==> src/rtl/change_dispenser.sv <==
// change_dispenser: pays out a change amount as a paced sequence of coin-eject
// pulses, value-2 coins first, then a final value-1 coin if the amount is odd.
// All outputs come straight from registers; nothing is combinational from inputs.
module change_dispenser #(
  parameter int WIDTH        = 4,
  parameter int PULSE_CYCLES = 4,
  parameter int GAP_CYCLES   = 2
) (
  input  logic             clk,
  input  logic             rst,
  input  logic             load,
  input  logic [WIDTH-1:0] amount,
  input  logic             mech_ready,
  output logic             eject2,
  output logic             eject1,
  output logic             busy,
  output logic             done,
  output logic [WIDTH-1:0] remaining,
  output logic [WIDTH-1:0] coins_out
);

  localparam int MAXC = (PULSE_CYCLES > GAP_CYCLES) ? PULSE_CYCLES : GAP_CYCLES;
  localparam int CW   = (MAXC > 1) ? $clog2(MAXC) : 1;
  localparam logic [CW-1:0] PULSE_LAST = CW'(PULSE_CYCLES - 1);
  localparam logic [CW-1:0] GAP_LAST   = CW'(GAP_CYCLES - 1);

  typedef enum logic [2:0] {
    IDLE,
    SELECT,
    PULSE,
    GAP,
    DONE
  } state_t;

  state_t          state;
  logic [CW-1:0]   cnt;
  logic            coin_two;

  // Payout sequencer: state, timing counter, coin choice and all registered outputs.
  always_ff @(posedge clk or negedge rst) begin
    if (!rst) begin
      state     <= IDLE;
      cnt       <= '0;
      coin_two  <= 1'b0;
      eject2    <= 1'b0;
      eject1    <= 1'b0;
      busy      <= 1'b0;
      done      <= 1'b0;
      remaining <= '0;
      coins_out <= '0;
    end else begin
      case (state)
        IDLE: begin
          if (load) begin
            busy      <= 1'b1;
            coins_out <= '0;
            cnt       <= '0;
            if (amount != '0) begin
              remaining <= amount;
              state     <= SELECT;
            end else begin
              done  <= 1'b1;
              state <= DONE;
            end
          end
        end
        SELECT: begin
          if (mech_ready) begin
            coin_two <= (remaining > WIDTH'(1));
            eject2   <= (remaining > WIDTH'(1));
            eject1   <= !(remaining > WIDTH'(1));
            cnt      <= '0;
            state    <= PULSE;
          end
        end
        PULSE: begin
          if (cnt == PULSE_LAST) begin
            eject2    <= 1'b0;
            eject1    <= 1'b0;
            remaining <= remaining - (coin_two ? WIDTH'(2) : WIDTH'(1));
            if (coins_out != '1) begin
              coins_out <= coins_out + WIDTH'(1);
            end
            cnt       <= '0;
            state     <= GAP;
          end else begin
            cnt <= cnt + CW'(1);
          end
        end
        GAP: begin
          if (cnt == GAP_LAST) begin
            cnt <= '0;
            if (remaining != '0) begin
              state <= SELECT;
            end else begin
              done  <= 1'b1;
              state <= DONE;
            end
          end else begin
            cnt <= cnt + CW'(1);
          end
        end
        DONE: begin
          done  <= 1'b0;
          busy  <= 1'b0;
          state <= IDLE;
        end
        default: begin
          eject2 <= 1'b0;
          eject1 <= 1'b0;
          busy   <= 1'b0;
          done   <= 1'b0;
          state  <= IDLE;
        end
      endcase
    end
  end

endmodule

==> config.mk <==
export PLATFORM = sky130hd
export DESIGN_NAME = change_dispenser
export DESIGN_NICKNAME = d
export VERILOG_FILES = /design/src/rtl/change_dispenser.sv
export SDC_FILE = /design/constraint.sdc
export NUM_CORES = 1
export LEC_CHECK = 0
export ABC_AREA = 1
export BUFFER_PORTS_ARGS = -buffer_cell sky130_fd_sc_hd__buf_2
export CAP_MARGIN = 10
export CELL_PAD_IN_SITES_DETAIL_PLACEMENT = 1
export CELL_PAD_IN_SITES_GLOBAL_PLACEMENT = 1
export CORE_UTILIZATION = 36
export CTS_CLUSTER_DIAMETER = 40
export DETAILED_ROUTE_END_ITERATION = 8
export PLACE_DENSITY = 0.74
export SLEW_MARGIN = 25
export SYNTH_ARGS = -nofsm -noshare
export SYNTH_HDL_FRONTEND = slang
export SYNTH_SLANG_ARGS = --single-unit
==> constraint.sdc <==
create_clock -name clk -period 1.45 [get_ports clk]
set_input_delay 0.0725 -clock clk [delete_from_list [all_inputs] [get_ports clk]]
set_output_delay 0.0725 -clock clk [all_outputs]
set_load 0.03 [all_outputs]
==> impl_metrics.yaml <==
synth:
  synth-seq-cells: 18
  synth.yosys.seq_area_share_pct: 36.2
  yosysWarningCount: 0
  synth_cell_types: 26
  synthCells: 169
  synth_area_um2: 1240
  avgSynthCellArea_um2: 7.37
  syn_nets: 184
floorplan:
  placementRows: 20
  die_x_um: 60.8
  design.core.area_um2: 3180
  fp.dieArea_um2: 3700
  start_util_pct: 39.2
  pin_count: 20
  die_h_um: 60.8
critical_path:
  reg2reg_setup_slack_ps: 8
  startpoint: "remaining[1]"
  start_kind: "flip-flop"
  reg2reg_from: "remaining[1]"
  critPathKind: "reg -> reg"
  crit_chain: "inv_1 > fa_2 > xnor2_2 > o21ai_1 > nand3_1 > nand2_1"
  worstPathArrival_ps: 1680
  endpoint_kind: "flip-flop"
  timing.rr.end: "remaining[2]"
  path_buf_inv: 1
  crit_cells: 6
  worstPathMaxFanout: 6
  worstPathRequired_ps: 1690
  r2r_cells: 6
  path_delay_family: "flip-flops"
  crit_path_end: "remaining[2]"
  critical_path.max_stage_delay_ps: 460
  cp_slowest_cell: "dfrtp_2"
global_route:
  gr-usage-all-layers_pct: 20.0
  grt_overflow: 0
  grt_antenna_before_repair: 0
  grt_pass1_wl_um: 5460
  grt_max_degree: 19
  grt_pass1_vias: 1276
layout:
  finalInstanceArea_um2: 1560
  final_common_cell: "nand2_1"
  nets: 218
  area_growth_pct: 24.9
  n_fill_cell: 429
  drive_gt1_share_pct: 36.1
  layout_common_cells: "53 x nand2_1, 19 x buf_2, 18 x nor2_1"
  antenna_cells_inserted: 0
  regArea_um2: 457
  multi_input_area_um2: 744
timing:
  period_share_pct: 99.4
  tightest_slew_ps: 433
  rsz0062_at_grt: "yes"
  final-hold-violation-count: 0
  fin_skew_ps: 3.00
  tns_ps: 0
  relSlewSlack_pct: 71.1
  fmax_mhz: 694
  final.min_clock_period_ps: 1440
  holdWs_ps: 41.9
  setup_viol: 0
  slew_violations: 0
routing:
  drc: 0
  drt-total-wl_um: 3170
  avgViaCountPerCell: 4.81
  drt_iter0_drc: 28
  antenna_left: 0
  first_pass_iters: 4
  vias: 1183
  detail_route.wl_per_cell_um: 12.9
clock_tree:
  clockBufferDepth: 2
  clk_latency_ps: 290
  cts-root-buf: "clkbuf_4"
  htree_levels: 1
  clk_pin_slew_worst_paths_ps: 100
  numCtsBuffers: 3
  cts_tree: "built"
  cts.sinks: 18
power:
  power_density_nw_per_um2: 2480
  peakVddDrop_mv: 1.14
  leakage_nw: 0.853
  power_mw: 3.86
placed_design:
  portBuffers: 19
  dpl.hpwl_um: 2440
  gp_congestion: 0.877
  placed_cell_area_um2: 1440
status:
  outcome: "finished, final reports clean"
run:
  max_cap_viol_count: 0
worst_hold_path:
  hold_path.class: "in -> reg"
==> repair_timing <==
item / 4_1_cts / 5_1_grt
hold buffers: 1 / 0
pin swaps: 0 / 1
endpoints found under the setup margin: 2 / 9
endpoints found under the hold margin: 18 / 0
resized for setup: 2 / 8
cloned: 0 / 0
buffers inserted: 1 / 4
==> worst min-delay path by stage <==
| stage | start | slack (ps) | depth (start not counted) | endpoint |
|---|---|---|---|---|
| 2_1_floorplan | rst | -220 | 0 | busy |
| 3_3_place_gp | rst | 40 | 1 | remaining[2] |
| 3_5_place_dp | rst | 40 | 1 | remaining[2] |
| 4_1_cts | load | 30 | 3 | busy |
| 5_1_grt | load | 60 | 3 | busy |
| 6_report | load | 40 | 3 | busy |
==> registers in the layout (all words and copies together), names as in the netlist <==
register and count:
eject2 1, cnt 2, state 3, coin_two 1, busy 1, eject1 1
done 1, coins_out 4, remaining 4
==> where the power goes <==
group / total, mW / leakage [nW] / switching, mW / internal [mW]
logic: 2.62 / 0.613 / 1.61 / 1.00
registers: 0.978 / 0.225 / 0.258 / 0.720
clock network: 0.264 / 0.0150 / 0.157 / 0.107
total: 3.86 / 0.853 / 2.03 / 1.83
==> routing by layer <==
layer	global-route usage, %	up-vias	wire [um]
met5	0	-	0
met4	8.44	0	48
met3	2.13	6	53
li1	-	592	-
met1	24.6	568	1390
met2	35.3	17	1670
==> synth_stat cells <==
cell type | instances | area, um2
a21oi_1 | 3 | 15.0
and2_4 | 1 | 8.76
buf_6 | 1 | 11.3
dfrtp_1 | 18 | 450
fa_1 | 1 | 20.0
ha_1 | 6 | 75.1
inv_1 | 18 | 67.6
inv_2 | 5 | 18.8
inv_4 | 1 | 6.26
nand2_1 | 54 | 203
nand2_2 | 8 | 50.1
nand2_4 | 4 | 45.0
nand3_1 | 13 | 65.1
nand3_4 | 1 | 17.5
nand3b_1 | 1 | 7.51
nand3b_2 | 1 | 11.3
nand4_1 | 1 | 6.26
nor2_1 | 18 | 67.6
nor2_2 | 3 | 18.8
nor2_4 | 1 | 11.3
nor3_2 | 1 | 10.0
nor3b_1 | 1 | 7.51
o21ai_0 | 2 | 10.0
o21ai_1 | 3 | 15.0
o21ai_2 | 2 | 17.5
xnor2_1 | 1 | 8.76
==> kinds of logic (layout without fill, tap and decap cells) <==
| group | after synthesis | in the layout | share of synthesized area, % |
|---|---|---|---|
| and+or+nand+nor | 108 | 108 | 42.5 |
| buffers and inverters | 25 | 58 | 8.34 |
| DFF | 18 | 18 | 36.2 |
| AOI/OAI and AO/OA | 10 | 10 | 4.62 |
| adders and majority gates | 7 | 7 | 7.64 |
| xor gates and xnor gates | 1 | 1 | 0.704 |
==> final cells by class <==
cell class              count  share of cell area [%]
multi-input cells         126                    47.9
flip-flops and latches     18                    29.4
repair buffers             30                    11.6
inverters                  24                    5.95
clock buffers               4                    1.69
well taps                  44                    3.54
==> stage by stage <==
| stage | setup WS, ps | std cells | util [%] |
|---|---|---|---|
| CTS | -2.11 | 242 | 46.9 |
| floorplan | 0.361 | 169 | - |
| global placement | 61.4 | 236 | 45.3 |
| detailed placement | -6.89 | 236 | 45.3 |
| global route | -95.4 | 246 | 48.9 |
| finish | 8.33 | 246 | 48.9 |
==> worst register-to-register path, stage by stage (launching register included) <==
cell     delay [ps]
dfrtp_2         460
inv_1            90
fa_2            410
xnor2_2         140
o21ai_1         130
nand3_1          90
nand2_1          70
(Power assumes the default switching activity.)
